[src/rtl/muldiv_pkg.sv]
`default_nettype none
// ============================================================================
// Module      : muldiv_pkg
// Description : Shared definitions for the iterative multiply/divide unit:
//               operation encodings, FSM state type and default sizes.
// Ports       : none (package)
// Revision    : 1.0 - initial release
// ============================================================================
package muldiv_pkg;

    // Default operand width and iteration counter width (2**CNT_W > WIDTH).
    localparam int c_def_width = 32;
    localparam int c_def_cnt_w = 6;

    // OpE encodings. Bit 1 selects divide, bit 0 selects unsigned.
    localparam logic [1:0] c_op_mult  = 2'b00;
    localparam logic [1:0] c_op_multu = 2'b01;
    localparam logic [1:0] c_op_div   = 2'b10;
    localparam logic [1:0] c_op_divu  = 2'b11;

    typedef enum logic [1:0] {
        ST_IDLE = 2'd0,
        ST_MUL  = 2'd1,
        ST_DIV  = 2'd2,
        ST_FIX  = 2'd3
    } state_t;

endpackage
`default_nettype wire

[src/rtl/muldiv_if.sv]
`default_nettype none
// ============================================================================
// Module      : muldiv_if
// Description : Execute-stage request bundle between the pipeline and the
//               multiply/divide unit.
// Signals     : StartE, OpE, SrcAE, SrcBE, MtHiE, MtLoE  (pipeline -> unit)
//               BusyE, DoneM, Hi, Lo                     (unit -> pipeline)
// Modports    : master - pipeline side, slave - muldiv_unit side
// Revision    : 1.0 - initial release
// ============================================================================
interface muldiv_if #(
    parameter int WIDTH = 32
) ();
    logic             StartE;
    logic [1:0]       OpE;
    logic [WIDTH-1:0] SrcAE;
    logic [WIDTH-1:0] SrcBE;
    logic             MtHiE;
    logic             MtLoE;
    logic             BusyE;
    logic             DoneM;
    logic [WIDTH-1:0] Hi;
    logic [WIDTH-1:0] Lo;

    modport master (
        output StartE, OpE, SrcAE, SrcBE, MtHiE, MtLoE,
        input  BusyE, DoneM, Hi, Lo
    );

    modport slave (
        input  StartE, OpE, SrcAE, SrcBE, MtHiE, MtLoE,
        output BusyE, DoneM, Hi, Lo
    );
endinterface
`default_nettype wire

[src/rtl/muldiv_div_step.sv]
`default_nettype none
// ============================================================================
// Module      : div_step
// Description : One combinational restoring-division step. Shifts the next
//               dividend bit into the partial remainder, trial-subtracts the
//               divisor and keeps the difference when it does not underflow.
// Ports       : rem_in   - partial remainder (WIDTH)
//               dvd_bit  - next dividend bit, MSB first
//               divisor  - divisor magnitude (WIDTH)
//               rem_out  - next partial remainder (WIDTH)
//               q_bit    - quotient bit produced by this step
// Revision    : 1.0 - initial release
// ============================================================================
module div_step #(
    parameter int WIDTH = 32
) (
    input  logic [WIDTH-1:0] rem_in,
    input  logic             dvd_bit,
    input  logic [WIDTH-1:0] divisor,
    output logic [WIDTH-1:0] rem_out,
    output logic             q_bit
);
    logic [WIDTH:0] w_shifted;
    logic [WIDTH:0] w_diff;
    logic           w_unused_diff_msb;

    assign w_shifted = {rem_in, dvd_bit};
    assign w_diff    = w_shifted - {1'b0, divisor};
    assign q_bit     = (w_shifted >= {1'b0, divisor});

    // Once the divisor was subtracted the remainder is below the divisor and
    // fits WIDTH bits; when it was not, the shifted value is below the divisor
    // too (or the divisor is zero and only dividend bits were shifted in).
    assign rem_out   = q_bit ? w_diff[WIDTH-1:0] : w_shifted[WIDTH-1:0];

    assign w_unused_diff_msb = w_diff[WIDTH];
endmodule
`default_nettype wire

[src/rtl/muldiv_unit.sv]
`default_nettype none
// ============================================================================
// Module      : muldiv_unit
// Description : Iterative MULT/MULTU/DIV/DIVU unit owning HI/LO. Shift-add
//               multiply and restoring divide, one bit per cycle, followed by
//               a sign-fixup cycle. BusyE stalls the pipeline while running.
// Ports       : clk    - clock
//               rst_n  - synchronous active-low reset
//               mdif   - muldiv_if.slave (StartE, OpE, SrcAE, SrcBE, MtHiE,
//                        MtLoE in; BusyE, DoneM, Hi, Lo out)
// Config      : MULDIV_SIGNED_EN - when defined MULT/DIV are signed; when
//               undefined they behave as MULTU/DIVU and OpE[0] is ignored.
// Revision    : 1.0 - initial release
// ============================================================================
module muldiv_unit
    import muldiv_pkg::*;
#(
    parameter int WIDTH = c_def_width,
    parameter int CNT_W = c_def_cnt_w
) (
    input  logic     clk,
    input  logic     rst_n,
    muldiv_if.slave  mdif
);
    // Counter value at the last iteration; the increment on that edge brings
    // the count to WIDTH while the FSM moves to FIX.
    localparam logic [CNT_W-1:0] c_last = CNT_W'(WIDTH - 1);

    state_t             r_state;
    logic [CNT_W-1:0]   r_cnt;
    logic [2*WIDTH-1:0] r_acc;     // {remainder/product-hi, quotient/product-lo}
    logic [WIDTH-1:0]   r_opb;     // multiplicand or divisor magnitude
    logic               r_is_div;
    logic [WIDTH-1:0]   r_hi;
    logic [WIDTH-1:0]   r_lo;
    logic               r_done;

    logic [WIDTH-1:0]   w_mag_a;
    logic [WIDTH-1:0]   w_mag_b;

    // ------------------------------------------------------------------
    // Operand magnitudes and result-sign flags
    // ------------------------------------------------------------------
`ifdef MULDIV_SIGNED_EN
    logic r_neg_q;   // product / quotient is negative
    logic r_neg_r;   // remainder takes the dividend's (negative) sign
    logic w_sign_a;
    logic w_sign_b;

    assign w_sign_a = ~mdif.OpE[0] & mdif.SrcAE[WIDTH-1];
    assign w_sign_b = ~mdif.OpE[0] & mdif.SrcBE[WIDTH-1];
    // The most negative value negates to itself, which is its correct
    // unsigned magnitude.
    assign w_mag_a  = w_sign_a ? -mdif.SrcAE : mdif.SrcAE;
    assign w_mag_b  = w_sign_b ? -mdif.SrcBE : mdif.SrcBE;
`else
    logic w_unused_op0;

    assign w_mag_a      = mdif.SrcAE;
    assign w_mag_b      = mdif.SrcBE;
    assign w_unused_op0 = mdif.OpE[0];
`endif

    // ------------------------------------------------------------------
    // Multiply step: add multiplicand into the upper half when the current
    // multiplier bit (acc LSB) is set, then shift the whole accumulator right.
    // ------------------------------------------------------------------
    logic [WIDTH:0]     w_mul_sum;
    logic [2*WIDTH-1:0] w_mul_next;

    assign w_mul_sum  = {1'b0, r_acc[2*WIDTH-1:WIDTH]}
                      + {1'b0, (r_acc[0] ? r_opb : {WIDTH{1'b0}})};
    assign w_mul_next = {w_mul_sum, r_acc[WIDTH-1:1]};

    // ------------------------------------------------------------------
    // Divide step: the dividend sits in the lower half and is consumed MSB
    // first while quotient bits enter from the right.
    // ------------------------------------------------------------------
    logic [WIDTH-1:0]   w_rem_next;
    logic               w_q_bit;
    logic [2*WIDTH-1:0] w_div_next;

    div_step #(
        .WIDTH   (WIDTH)
    ) u_div_step (
        .rem_in  (r_acc[2*WIDTH-1:WIDTH]),
        .dvd_bit (r_acc[WIDTH-1]),
        .divisor (r_opb),
        .rem_out (w_rem_next),
        .q_bit   (w_q_bit)
    );

    assign w_div_next = {w_rem_next, r_acc[WIDTH-2:0], w_q_bit};

    // ------------------------------------------------------------------
    // Fixup: apply result signs
    // ------------------------------------------------------------------
    logic [2*WIDTH-1:0] w_prod_fix;
    logic [WIDTH-1:0]   w_quo_fix;
    logic [WIDTH-1:0]   w_rem_fix;

`ifdef MULDIV_SIGNED_EN
    assign w_prod_fix = r_neg_q ? -r_acc : r_acc;
    assign w_quo_fix  = r_neg_q ? -r_acc[WIDTH-1:0] : r_acc[WIDTH-1:0];
    assign w_rem_fix  = r_neg_r ? -r_acc[2*WIDTH-1:WIDTH] : r_acc[2*WIDTH-1:WIDTH];
`else
    assign w_prod_fix = r_acc;
    assign w_quo_fix  = r_acc[WIDTH-1:0];
    assign w_rem_fix  = r_acc[2*WIDTH-1:WIDTH];
`endif

    // ------------------------------------------------------------------
    // Control FSM and architectural registers
    // ------------------------------------------------------------------
    always_ff @(posedge clk) begin
        if (!rst_n) begin
            r_state  <= ST_IDLE;
            r_cnt    <= '0;
            r_acc    <= '0;
            r_opb    <= '0;
            r_is_div <= 1'b0;
            r_hi     <= '0;
            r_lo     <= '0;
            r_done   <= 1'b0;
`ifdef MULDIV_SIGNED_EN
            r_neg_q  <= 1'b0;
            r_neg_r  <= 1'b0;
`endif
        end else begin
            r_done <= 1'b0;
            case (r_state)
                ST_IDLE: begin
                    if (mdif.StartE) begin
                        r_state  <= mdif.OpE[1] ? ST_DIV : ST_MUL;
                        r_is_div <= mdif.OpE[1];
                        r_cnt    <= '0;
                        r_acc    <= {{WIDTH{1'b0}}, w_mag_a};
                        r_opb    <= w_mag_b;
`ifdef MULDIV_SIGNED_EN
                        r_neg_q  <= w_sign_a ^ w_sign_b;
                        r_neg_r  <= w_sign_a;
`endif
                    end else begin
                        // MT writes only land when no operation is issued.
                        if (mdif.MtHiE) r_hi <= mdif.SrcAE;
                        if (mdif.MtLoE) r_lo <= mdif.SrcAE;
                    end
                end
                ST_MUL: begin
                    r_acc <= w_mul_next;
                    r_cnt <= r_cnt + 1'b1;
                    if (r_cnt == c_last) r_state <= ST_FIX;
                end
                ST_DIV: begin
                    r_acc <= w_div_next;
                    r_cnt <= r_cnt + 1'b1;
                    if (r_cnt == c_last) r_state <= ST_FIX;
                end
                ST_FIX: begin
                    r_state <= ST_IDLE;
                    r_done  <= 1'b1;
                    if (r_is_div) begin
                        r_lo <= w_quo_fix;
                        r_hi <= w_rem_fix;
                    end else begin
                        r_lo <= w_prod_fix[WIDTH-1:0];
                        r_hi <= w_prod_fix[2*WIDTH-1:WIDTH];
                    end
                end
                default: r_state <= ST_IDLE;
            endcase
        end
    end

    assign mdif.BusyE = (r_state != ST_IDLE);
    assign mdif.DoneM = r_done;
    assign mdif.Hi    = r_hi;
    assign mdif.Lo    = r_lo;

endmodule
`default_nettype wire

[src/flat_wrapper.sv]
// flat-port wrapper written by rule: the top's interface ports become plain ports
module muldiv_unit_flat import muldiv_pkg::*;
#(
    parameter int WIDTH = c_def_width,
    parameter int CNT_W = c_def_cnt_w
)
  (clk, rst_n, mdif_StartE, mdif_OpE, mdif_SrcAE, mdif_SrcBE, mdif_MtHiE, mdif_MtLoE, mdif_BusyE, mdif_DoneM, mdif_Hi, mdif_Lo);
  muldiv_if #(.WIDTH(WIDTH)) mdif_i ();
  input  logic clk;
  input  logic rst_n;
  input wire logic [$bits(mdif_i.StartE)-1:0] mdif_StartE;
  input wire logic [$bits(mdif_i.OpE)-1:0] mdif_OpE;
  input wire logic [$bits(mdif_i.SrcAE)-1:0] mdif_SrcAE;
  input wire logic [$bits(mdif_i.SrcBE)-1:0] mdif_SrcBE;
  input wire logic [$bits(mdif_i.MtHiE)-1:0] mdif_MtHiE;
  input wire logic [$bits(mdif_i.MtLoE)-1:0] mdif_MtLoE;
  output wire logic [$bits(mdif_i.BusyE)-1:0] mdif_BusyE;
  output wire logic [$bits(mdif_i.DoneM)-1:0] mdif_DoneM;
  output wire logic [$bits(mdif_i.Hi)-1:0] mdif_Hi;
  output wire logic [$bits(mdif_i.Lo)-1:0] mdif_Lo;
  assign mdif_i.StartE = mdif_StartE;
  assign mdif_i.OpE = mdif_OpE;
  assign mdif_i.SrcAE = mdif_SrcAE;
  assign mdif_i.SrcBE = mdif_SrcBE;
  assign mdif_i.MtHiE = mdif_MtHiE;
  assign mdif_i.MtLoE = mdif_MtLoE;
  assign mdif_BusyE = mdif_i.BusyE;
  assign mdif_DoneM = mdif_i.DoneM;
  assign mdif_Hi = mdif_i.Hi;
  assign mdif_Lo = mdif_i.Lo;
  muldiv_unit #(.WIDTH(WIDTH), .CNT_W(CNT_W)) u_core (.clk(clk), .rst_n(rst_n), .mdif(mdif_i));
endmodule
[config.mk]
export PLATFORM = sky130hd
export DESIGN_NAME = muldiv_unit_flat
export DESIGN_NICKNAME = d
export VERILOG_FILES = /design/src/rtl/muldiv_pkg.sv /design/src/rtl/muldiv_if.sv /design/src/rtl/muldiv_div_step.sv /design/src/rtl/muldiv_unit.sv /design/src/flat_wrapper.sv
export SDC_FILE = /design/constraint.sdc
export NUM_CORES = 1
export LEC_CHECK = 0
export ABC_AREA = 1
export BUFFER_PORTS_ARGS = -buffer_cell sky130_fd_sc_hd__buf_2
export CAP_MARGIN = 5
export CORE_AREA = 4 4 161 163
export DETAILED_ROUTE_END_ITERATION = 6
export DIE_AREA = 0 0 165 167
export PLACE_DENSITY = 0.85
export SETUP_SLACK_MARGIN = 0.1
export SKIP_LAST_GASP = 1
export SYNTH_ARGS = -nofsm -noshare
export SYNTH_HDL_FRONTEND = slang
export SYNTH_HIERARCHICAL = 1
export SYNTH_SLANG_ARGS = --single-unit
[constraint.sdc]
create_clock -name clk -period 2.2 [get_ports clk]
set_input_delay 0.44 -clock clk [delete_from_list [all_inputs] [get_ports clk]]
set_output_delay 0.44 -clock clk [all_outputs]
set_load 0.01 [all_outputs]
* After elaboration in Yosys (flattened, before gate mapping) *
Index checks and enable logic that the tools add are counted.

word-level totals
  output and inout bits = 66
  logic and storage cells = 49
  bits in registers = 169

operators by class
  reductions and logical operators = 12
  order comparisons = 1
  $add $sub $neg = 3
  eq/ne operators = 9
  mux-type cells = 17

operator list
  cell                   number
  $mux W32               6
  $pmux W64 S3           1
  $pmux W32 S2           2
  $mux W64               1
  $add A32 B32 Y33       1
  $ge A33 B32 Y1         1
  $sub A32 B32 Y32       1
  $pmux W6 S2            1
  $ne A2 B2 Y1 const B   4
  $reduce_and A2 Y1      4
  $add A6 B1 Y6 const B  1
  $eq A6 B5 Y1 const B   1
  $mux W2                3
  $mux W6                1
  $pmux W2 S3            1
  $reduce_and A3 Y1      2
  $reduce_bool A2 Y1     3
  $eq A2 B2 Y1 const B   2
  $reduce_bool A3 Y1     1
  $eq A2 B1 Y1 const B   1
  $logic_not A2 Y1       1
  $ne A2 B1 Y1 const B   1
  $reduce_or A2 Y1       1
  $mux W1                1

* Longest topological paths before layout *
Gate-level depths: netlist (run 1).

  depth after elaboration = 4
  mapped depth = 20

* By module *
The synthesis (run 1) kept the hierarchy.

modules (own cells, without submodules)
  module       cells an instance  sequential area each (um2)  area an instance (um2)  times used
  muldiv_unit  1575               3383.2                      10072.2                 1
  div_step     647                0.0                         3160.5                  1

* Least setup slack after synthesis (run 1) *
Ideal clock, no wire load.

  path kind = reg2reg
  from = reg u_core.r_acc[0]
  to = reg u_core.r_acc[55]
  arrival = 2.157 ns
  data required time = 2.067 ns
  slack = -0.090 ns
  setup time = 0.133 ns
  stages on the path, launching flop included = 19
  cells stage by stage = dfxtp_1 > clkbuf_1 > clkbuf_1 > nand2_1 > inv_1 > ha_1 > fa_1 > nand3_2 > nand3_2 > nand2_1 > nand2_1 > nand2_1 > nand2_2 > nand2_2 > nand3_1 > nand3_1 > nand2_1 > nand2_1 > a21oi_2

between the ends
  longest elaborated chain between the ends = 3

ends and longest elaborated chain
  what                    RTL line            text
  start, declared         muldiv_unit.sv:31   logic [2*WIDTH-1:0] r_acc;
  start signal, assigned  muldiv_unit.sv:137  r_acc <= {{WIDTH{1'b0}}, w_mag_a};
  start signal, assigned  muldiv_unit.sv:150  r_acc <= w_mul_next;
  start signal, assigned  muldiv_unit.sv:155  r_acc <= w_div_next;
  $mux W32                muldiv_unit.sv:72   + {1'b0, (r_acc[0] ? r_opb : {WIDTH{1'b0}})};
  $add A32 B32 Y33        muldiv_unit.sv:72
  $pmux W64 S3            muldiv_unit.sv:131  case (r_state)

No other way between the ends.
A chain may end at the register's enable or synchronous reset.

* Worst setup path after layout (run 1) *
  from = reg u_core.r_opb[2]
  to = reg u_core.r_acc[44]

between the ends
  longest elaborated chain between the ends = 3
  elaborated cells on any way between the ends = 6
  classes of those cells = 2 x add/sub; 1 x order compare; 3 x mux

ends and longest elaborated chain
  what                             RTL line               text
  start, declared                  muldiv_unit.sv:32      logic [WIDTH-1:0] r_opb;
  start signal, assigned           muldiv_unit.sv:138     r_opb <= w_mag_b;
  $ge A33 B32 Y1                   muldiv_div_step.sv:29  assign q_bit = (w_shifted >= {1'b0, divisor});
  named net u_core.w_q_bit         muldiv_unit.sv:80      logic w_q_bit;
  $mux W32                         muldiv_div_step.sv:34  assign rem_out = q_bit ? w_diff[WIDTH-1:0] : w_shifted[WIDTH-1:0];
  named net u_core.w_rem_next[12]  muldiv_unit.sv:79      logic [WIDTH-1:0] w_rem_next;
  $pmux W64 S3                     muldiv_unit.sv:131

The timed path passes the listed nets, and every way through them passes these cells.

==> impl_metrics.py, run 1 <==
metrics = {
    "drt": {
        "totalWireLength_mm": 51.5,
        "vias_per_cell": 5.77,
        "firstDrtPassIters": 7,
        "antenna_left": 0,
        "drc": 11,
        "wl_per_cell_um": 17.8,
        "drt_iter0_drc": 2069,
        "vias": 16700,
    },
    "sta": {
        "rsz0062_at_grt": "true",
        "setup_viol": 33,
        "fin_ws_ns": -0.301,
        "worst_slew_pin_slew_ns": 0.692,
        "period_needed_ns": 2.50,
        "hold_violations": 0,
        "fmax_mhz": 400,
        "min_period_over_period_pct": 114,
        "maxSlewViolCount": 0,
        "max_slew_margin_pct": 53.9,
        "fin_skew_ns": 0.0167,
    },
    "grt": {
        "grt_pass1_wl_mm": 73.8,
        "grt-ovfl-total": 0,
        "antenna_found_initial": 0,
        "grt_max_degree": 66,
        "grtUsageTotal_pct": 32.9,
        "grt_pass1_vias": 14900,
    },
    "floorplanning": {
        "ios": 137,
        "core_area_um2": 24300,
        "die_h_um": 167,
        "initial_utilization_pct": 54.4,
        "num_rows": 57,
        "die_w_um": 165,
        "die-area_um2": 27600,
    },
    "cells_and_area": {
        "fillers": 1776,
        "regArea_um2": 3430,
        "fin_nets": 2697,
        "final_common_cell": "nand2_1",
        "layout_common_cells": "710 x nand2_1, 312 x inv_1, 243 x buf_4, 136 x dfxtp_1, 134 x buf_2",
        "multi_input_area_um2": 9520,
        "antennaDiodeCount": 0,
        "syn2layout_area_growth_pct": 38.5,
        "drive_above_1_share_pct": 31.9,
        "layout.cells.non_filler": 2892,
    },
    "yosys": {
        "ys_warn_count": 6,
        "synth.yosys.seq_area_share_pct": 25.6,
        "ys_types": 48,
        "yosys.area.top_type": "dfxtp_1",
        "syn_nets": 2364,
        "synthesis.area_um2": 13200,
        "syn_inst": 2222,
        "ys_seq_elements": 169,
        "synth_top_area_share_pct": 25.6,
        "syn_area_per_cell_um2": 5.96,
        "ys_top_cells_by_area": "dfxtp_1 26%, nand2_1 23%, inv_1 9.7%, ha_1 6.5%, o21ai_0 5.0%",
    },
    "critical_path": {
        "worstRegToRegCells": 19,
        "worst_ep_required_time_ns": 2.55,
        "criticalPathCategory": "reg -> reg",
        "end_kind": "flop",
        "cp_max_fo": 7,
        "start_kind": "flop",
        "crit_arrival_ns": 2.85,
    },
    "power": {
        "p_per_area_nw_per_um2": 888,
        "irDropWorstVdd_v": 0.00107,
        "p_total_uw": 16300,
        "p_leak_uw": 0.00927,
    },
    "place": {
        "gp_congestion": 0.929,
        "dp_cells": 2830,
        "hpwlAfterDp_mm": 34.5,
        "dp_slack_ns": -0.287,
        "place.port_buffers": 135,
    },
    "outcome": {
        "status": "finished, violations left",
        "violations": "DRC, setup timing",
    },
    "clock_tree": {
        "clkTransAtPathRegs_ns": 0.08,
        "clk_latency_ns": 0.45,
        "root_buffer": "clkbuf_16",
        "clockBufferDepth": 2,
        "cts_buffers": 17,
        "cts_tree": "yes",
        "htree_levels": 4,
        "cts.sinks": 169,
    },
    "job": {
        "cap_violations": 0,
    },
    "hold_path": {
        "hold_path_class": "in -> reg",
        "min_path_cells": 3,
    },
}
## Yosys cell counts, drive strengths merged
cell	n
clkbuf	54
fa	2
clkinv	1
o221ai	6
a21o	3
a22o	1
or2	4
nor3	18
dfxtp	169
nand3	109
ha	69
a31oi	80
o211ai	4
a211oi	1
nor2	157
a221oi	1
a21oi	95
o21bai	3
nand3b	12
a22oi	7
and2	9
inv	354
o21ai	153
nand2	824
xor2	14
xnor2	4
nor3b	1
nand4	7
buf	35
o22ai	23
dlygate4sd1	2
## cell type report
cell class              count  area share, %
inverters                 355           7.34
multi-input cells        1608           52.0
well taps                 324           2.21
repair buffers            404           16.5
clock inverters            15          0.970
flip-flops and latches    169           18.7
clock buffers              17           2.32
## flip-flops by register name (all words and copies together), names as in the netlist
| signal | count |
|---|---|
| u_core/r_opb | 32 |
| u_core/mdif.Lo | 32 |
| u_core/mdif.Hi | 32 |
| u_core/r_cnt | 6 |
| u_core/r_state | 2 |
| u_core/r_acc | 64 |
| u_core/mdif.DoneM | 1 |
## report_power, final
part	total, uW	switching [uW]	internal [uW]
Combinational	8960	5540	3420
Clock	3170	1630	1540
Sequential	4140	407	3740
Total	16300	7570	8700
## worst max-delay path: stages (launching register included)
cell     delay, ns
dfxtp_2       0.33
inv_1         0.07
ha_4          0.32
nand2_1       0.08
nand2_1       0.09
nand2_1       0.08
nand2_1       0.06
nand2_1       0.06
nand3_2       0.12
nand2_2       0.09
nand2_4       0.11
nand2_8       0.10
nand2_8       0.14
buf_8         0.14
nand2_1       0.08
nand2_1       0.09
nand2_1       0.06
o21ai_1       0.11
nand2_1       0.09
a21oi_1       0.20
## worst paths after layout
check | to | slack [ns] | from
setup / recovery | u_core/r_acc[44] | -0.30 | u_core/r_opb[2]
hold / removal | u_core/r_opb[10] | 0.24 | mdif_SrcBE[10]
setup reg to reg | u_core/r_acc[44] | -0.30 | u_core/r_opb[2]
hold reg to reg | u_core/mdif.Lo[12] | 0.48 | u_core/r_acc[12]
## cells by family (layout without fill, tap and decap cells)
logic type,Yosys count,after routing,share of synthesized area (%)
and+or+nand+nor,1141,1142,36.6
adders and majority gates,71,71,6.83
buffers and inverters,446,791,13.6
AOI/OAI and AO/OA,377,377,16.2
DFF,169,169,25.6
xor gates and xnor gates,18,18,1.19
## metal layers
| metal | wire length, um | vias up | GRT usage [%] |
|---|---|---|---|
| li1 | - | 7706 | - |
| met1 | 20100 | 7595 | 43.4 |
| met2 | 23700 | 1140 | 55.7 |
| met3 | 4970 | 253 | 4.08 |
| met4 | 2620 | 0 | 10.4 |
| met5 | 0 | - | 0 |
## repair_timing
item | in CTS | in global routing
gates cloned | 3 | 5
pin swaps | 24 | 59
setup endpoints to repair | 46 | 64
hold buffers | 0 | 0
gates resized for setup | 123 | 248
buffers inserted | 3 | 19
## through the flow
step	setup TNS (ns)	cell area, um2	hold slack, ns	util (%)
floorplan	0	13300	0.449	-
CTS	-1.62	17100	0.234	70.5
finish	-5.36	18300	0.238	75.3
global placement	-5.35	15800	0.455	64.9
detailed placement	-7.29	15800	0.464	64.9
global route	-8.45	18300	0.250	75.3
No activity file was read; power rests on OpenSTA's default activity.
==> inputs of run 2 (changes only) <==
Settings changed: CORE_AREA 4 4 161 163 to 4 4 162 164, DIE_AREA 0 0 165 167 to 0 0 166 168, MAX_ROUTING_LAYER from default to met4, PLACE_DENSITY 0.85 to 0.84.
==> impl_metrics.py, run 2 (same netlist as run 1, synthesis figures left out) <==
metrics = {
    "outcome": {
        "status": "finished, violations left",
        "violations": "DRC, setup timing",
    },
    "power": {
        "switching_share_pct": 46.9,
        "internal_power_uw": 8770,
        "p_comb_share_pct": 55.7,
        "irDropWorstVdd_v": 0.000835,
        "p_leak_uw": 0.00943,
        "p_total_uw": 16500,
        "seqPwrFrac_pct": 25.1,
        "p_clk_share_pct": 19.2,
        "p_per_area_nw_per_um2": 874,
        "switchingPower_uw": 7760,
    },
    "sta": {
        "rsz0062_at_grt": "true",
        "worst_slew_pin_slew_ns": 0.696,
        "holdWs_ns": 0.240,
        "maxSlewViolCount": 0,
        "setup_viol": 33,
        "fin_ws_ns": -0.271,
        "fin_skew_ns": 0.0160,
        "max_slew_margin_pct": 53.6,
        "hold_violations": 0,
        "fmax_mhz": 405,
        "period_needed_ns": 2.47,
        "min_period_over_period_pct": 112,
    },
    "clock_tree": {
        "cts_buffers": 17,
        "clockBufferDepth": 2,
        "cts_tree": "yes",
        "clk_latency_ns": 0.45,
        "cts.sinks": 169,
        "clkTransAtPathRegs_ns": 0.09,
        "htree_levels": 4,
        "root_buffer": "clkbuf_16",
    },
    "cells_and_area": {
        "regMostFlops": "u_core/r_acc",
        "layout_common_cells": "691 x nand2_1, 296 x inv_1, 245 x buf_4, 134 x buf_2, 131 x dfxtp_1",
        "final_common_cell": "nand2_1",
        "multi_input_area_um2": 9850,
        "fin_util_pct": 76.0,
        "antennaDiodeCount": 0,
        "fillers": 1728,
        "regArea_um2": 3430,
        "largest_reg_flops": 64,
        "syn2layout_area_growth_pct": 42.9,
        "fin_nets": 2718,
        "drive_above_1_share_pct": 34.9,
    },
    "critical_path": {
        "crit_path_start": "u_core/r_opb[30]",
        "start_kind": "flop",
        "r2r_start": "u_core/r_opb[30]",
        "crit_arrival_ns": 2.85,
        "worst_ep_required_time_ns": 2.58,
        "cp_max_fo": 7,
        "timing.critical_path.cells": "inv_2, ha_4, a21o_1, nand2_1, nand2_2, a21oi_4, nand2_2, nor2_4, clkbuf_16, buf_12, nand3_1, nand2_2, nand2_1, o21ai_2, nand2_1, a21oi_2",
        "critPathMaxStageDelay_ns": 0.35,
        "end_kind": "flop",
        "cp_slowest_cell": "dfxtp_2",
        "criticalPathCategory": "reg -> reg",
    },
    "drt": {
        "antenna_left": 0,
        "vias_per_cell": 5.83,
        "firstDrtPassIters": 7,
        "drc": 10,
        "totalWireLength_mm": 54.3,
        "vias": 17000,
        "drt_iter0_drc": 2635,
        "wl_per_cell_um": 18.6,
    },
    "grt": {
        "grt-ovfl-total": 0,
        "grt_pass1_vias": 15400,
        "grt_max_degree": 92,
        "antenna_found_initial": 0,
        "grt_pass1_wl_mm": 78.4,
        "grtUsageTotal_pct": 35.4,
    },
    "place": {
        "dp_slack_ns": -0.256,
        "hpwlAfterDp_mm": 34.4,
        "gp_congestion": 0.968,
        "place.port_buffers": 135,
    },
    "floorplanning": {
        "ios": 137,
        "die_w_um": 166,
        "die-area_um2": 27900,
        "die_h_um": 168,
        "num_rows": 58,
        "initial_utilization_pct": 53.2,
        "core_area_um2": 24900,
    },
    "hold_path": {
        "hold_path_class": "in -> reg",
        "min_from": "mdif_SrcBE[15]",
    },
    "job": {
        "cap_violations": 0,
    },
}
## run 2: cell count changes in the layout (fill, tap and decap cells not counted), sizes merged
cell    previous run  this run
nand2            825       830
clkinv            10         9
buf              401       415
clkbuf            20        22
inv              360       361
## run 2: what timing repair did
item | CTS | global route
gates cloned | 12 | 4
pin swaps | 47 | 97
endpoints found under the setup margin | 33 | 63
setup buffers | 27 | 22
endpoints found under the hold margin | 0 | 0
hold buffers | 0 | 0
resized for setup | 205 | 257
## run 2: per-stage QoR
step                area [um2]  std cells  TNS [ns]
floorplan                13300       2222         0
global placement         15700       2826     -5.32
detailed placement       15700       2826     -6.57
CTS                      17900       2897     -1.11
global route             18900       2919     -7.98
finish                   18900       2919     -5.39
## run 2: final cells by class
cell class              count  area share [%]
multi-input cells        1613            52.1
flip-flops and latches    169            18.2
repair buffers            420            17.3
inverters                 355            7.10
clock buffers              17            2.25
well taps                 330            2.18
clock inverters            15           0.940
## run 2: worst paths after layout
path                             end  slack (ns)  cells past startpoint
setup / recovery    u_core/r_acc[49]       -0.27                     16
hold / removal      u_core/r_opb[15]        0.24                      3
setup reg to reg    u_core/r_acc[49]       -0.27                     16
hold reg to reg   u_core/mdif.Lo[15]        0.48                      2
## run 2: power by group through the flow
stage	clock [uW]	sequential [uW]	combinational, uW
after global routing	3310	4220	9820
after CTS	3150	4100	8180
final	3170	4140	9210
after floorplan	0	4220	4510
after detailed placement	0	4130	7440
after global placement	0	4090	7260
## run 2: metal layers
metal	track usage, %	wire [um]	part of all wire [%]
met2	58.1	24600	45
met5	-	0	0
met4	14.1	3400	6.3
met3	5.92	5550	10
met1	43.7	20700	38
## run 2: critical path: cells and delay by family, from the launching register on
kind / cells / cell delay (ns)
simple gates: 8 / 0.79
compound gates: 4 / 0.60
buf+inv: 3 / 0.38
flops: 1 / 0.35
fa+ha+maj: 1 / 0.26
==> inputs of run 3 (changes only) <==
Settings changed: ABC_AREA 1 to default, CORE_AREA 4 4 162 164 to 4 4 152 154, DIE_AREA 0 0 166 168 to 0 0 156 158, PLACE_DENSITY 0.84 to 0.85.
==> impl_metrics.py, run 3 <==
metrics = {
    "cells_and_area": {
        "fin_nets": 2000,
        "fillers": 1550,
        "antennaDiodeCount": 0,
        "layout.cells.non_filler": 2151,
        "final_common_cell": "buf_4",
        "multi_input_area_um2": 7930,
        "regArea_um2": 3400,
        "drive_above_1_share_pct": 34.0,
        "regMostFlops": "u_core/r_acc",
        "layout_common_cells": "304 x buf_4, 178 x nor2_1, 176 x a21oi_1, 155 x dfxtp_1, 135 x buf_2",
        "largest_reg_flops": 64,
        "syn2layout_area_growth_pct": 36.4,
    },
    "yosys": {
        "syn_nets": 1630,
        "synthAdderAreaFrac_pct": 7.79,
        "ys_warn_count": 6,
        "ys_top_cells_by_area": "dfxtp_1 29%, a21oi_1 7.8%, ha_1 7.4%, nor2_1 5.9%, a211oi_1 5.7%",
        "ys_top_cells_by_count": "181 x a21oi_1, 181 x nor2_1, 169 x dfxtp_1, 127 x nand2_1, 88 x a211oi_1",
        "synth_top_area_share_pct": 29.2,
        "synth_compound_area_share_pct": 30.2,
        "synthFlopType": "dfxtp_1",
        "synth-edff-count": 0,
        "muxShareOfSynthArea_pct": 3.45,
        "ys_types": 83,
        "async_reset_ff_share_pct": 0,
        "synth-simple-area-share_pct": 19.6,
        "syn_inst": 1488,
        "synth_xor_area_share_pct": 3.70,
        "synthesis.area_um2": 11600,
        "synth.yosys.seq_area_share_pct": 29.2,
        "synth_top_family_by_area": "compound AO/OA/AOI/OAI gates",
        "syn_area_per_cell_um2": 7.79,
        "ys_seq_elements": 169,
        "yosys.area.top_type": "dfxtp_1",
    },
    "drt": {
        "totalWireLength_mm": 43.7,
        "vias": 13500,
        "vias_per_cell": 6.28,
        "firstDrtPassIters": 7,
        "drc": 2,
        "wl_per_cell_um": 20.3,
        "drt_iter0_drc": 1730,
        "antenna_left": 0,
    },
    "sta": {
        "rsz0062_at_grt": "true",
        "fin_skew_ns": 0.0145,
        "hold_violations": 0,
        "maxSlewViolCount": 0,
        "fin_ws_ns": -1.15,
        "min_period_over_period_pct": 152,
        "setup_viol": 33,
        "fmax_mhz": 299,
        "holdWs_ns": 0.222,
        "max_slew_margin_pct": 49.4,
        "period_needed_ns": 3.35,
        "worst_slew_pin_slew_ns": 0.758,
    },
    "power": {
        "switching_share_pct": 43.4,
        "irDropWorstVdd_v": 0.000602,
        "p_total_uw": 14700,
        "internal_power_uw": 8340,
        "switchingPower_uw": 6400,
        "p_comb_share_pct": 51.6,
        "p_leak_uw": 0.00700,
        "p_clk_share_pct": 21.0,
        "p_per_area_nw_per_um2": 932,
        "seqPwrFrac_pct": 27.4,
    },
    "grt": {
        "grt_pass1_wl_mm": 64.3,
        "grt_max_degree": 100,
        "grt-ovfl-total": 0,
        "grtUsageTotal_pct": 33.3,
        "antenna_found_initial": 0,
        "grt_pass1_vias": 12500,
    },
    "floorplanning": {
        "ios": 137,
        "die_h_um": 158,
        "die_w_um": 156,
        "initial_utilization_pct": 53.5,
        "core_area_um2": 21700,
        "num_rows": 54,
        "die-area_um2": 24600,
    },
    "place": {
        "gp_congestion": 0.974,
        "dp_cells": 2096,
        "hpwlAfterDp_mm": 29.5,
        "place.port_buffers": 135,
    },
    "critical_path": {
        "crit_arrival_ns": 3.65,
        "end_kind": "flop",
        "cp_max_fo": 9,
        "criticalPathCategory": "reg -> reg",
        "worst_ep_required_time_ns": 2.50,
        "start_kind": "flop",
    },
    "clock_tree": {
        "clkTransAtPathRegs_ns": 0.08,
        "cts_buffers": 17,
        "root_buffer": "clkbuf_16",
        "cts.sinks": 169,
        "clockBufferDepth": 2,
        "htree_levels": 4,
        "cts_tree": "yes",
        "clk_latency_ns": 0.45,
    },
    "hold_path": {
        "hold_path_class": "in -> reg",
    },
    "job": {
        "cap_violations": 0,
    },
    "outcome": {
        "status": "finished, violations left",
        "violations": "DRC, setup timing",
    },
}
[run 3: changes by cell type in the layout (fill, tap and decap cells not counted), moves of 62 or more]
cell / change
inv_1: -246
nor2_1: +62
a31oi_1: -68
a211oi_1: +86
nand2_1: -564
a21oi_1: +122
nand2_2: -106
o21ai_0: -95
[run 3: what timing repair did]
| action | in CTS | in global routing |
|---|---|---|
| buffers inserted | 10 | 7 |
| pin swaps | 21 | 20 |
| cloned | 0 | 6 |
| resized for setup | 52 | 47 |
| endpoints found under the hold margin | 0 | 0 |
| setup endpoints to repair | 53 | 115 |
| hold buffers | 0 | 0 |
[run 3: metal layers]
metal  part of all wire, %  vias up  track usage, %
met5                     0        -               -
met4                   4.7        0            14.8
met3                    11      207            5.03
met2                    45      943            51.8
met1                    40     6221            43.0
li1                      -     6135               -
[run 3: layout make-up]
| class | instances | area share (%) |
|---|---|---|
| clock buffers | 18 | 2.78 |
| clock inverters | 14 | 0.957 |
| inverters | 57 | 1.45 |
| multi-input cells | 1154 | 50.2 |
| flip-flops and latches | 169 | 21.5 |
| well taps | 280 | 2.21 |
| repair buffers | 457 | 20.8 |
| repair inverters | 2 | 0.158 |
[run 3: power groups by stage]
stage	Sequential (uW)	Combinational, uW	Clock, uW
after detailed placement	4060	6490	0
after floorplan	4110	3880	0
after global placement	4030	6340	0
final	4040	7610	3090
after CTS	4010	6810	3090
after global routing	4090	8070	3210
[run 3: logic make-up (layout without fill, tap and decap cells)]
kind of cell | after synthesis | after routing
fa+ha+maj | 71 | 71
simple gates | 485 | 485
flops | 169 | 169
xor+xnor | 49 | 49
mux | 33 | 33
compound gates | 515 | 516
buf+inv | 166 | 548
[run 3: worst paths after layout]
| check | slack [ns] | depth (start not counted) | endpoint | start |
|---|---|---|---|---|
| setup / recovery | -1.15 | 14 | u_core/r_acc[62] | u_core/r_opb[1] |
| hold / removal | 0.22 | 3 | u_core/r_opb[31] | mdif_SrcBE[31] |
| setup reg to reg | -1.15 | 14 | u_core/r_acc[62] | u_core/r_opb[1] |
| hold reg to reg | 0.50 | 2 | u_core/mdif.Hi[14] | u_core/mdif.Hi[14] |
[run 3: metrics by stage]
| stage | util [%] | instance area, um2 | setup WS, ns | TNS [ns] |
|---|---|---|---|---|
| 2_1_floorplan | - | 11600 | -1.05 | -25.87 |
| 3_3_place_gp | 67.1 | 14600 | -1.10 | -32.03 |
| 3_5_place_dp | 67.1 | 14600 | -1.24 | -37.90 |
| 4_1_cts | 71.3 | 15500 | -0.906 | -25.97 |
| 5_1_grt | 72.9 | 15800 | -1.21 | -34.97 |
| 6_report | 72.9 | 15800 | -1.15 | -31.90 |
[run 3: worst max-delay path: stages (launching register included)]
cell      delay, ns
dfxtp_2        0.33
inv_2          0.04
ha_4           0.20
nor2b_4        0.12
o2111a_1       0.27
o211ai_1       0.32
nor4b_4        0.38
o21ai_2        0.11
a31oi_4        0.17
o21a_4         0.27
inv_12         0.08
mux2_4         0.31
a22o_1         0.19
a32oi_1        0.23
o311ai_1       0.17
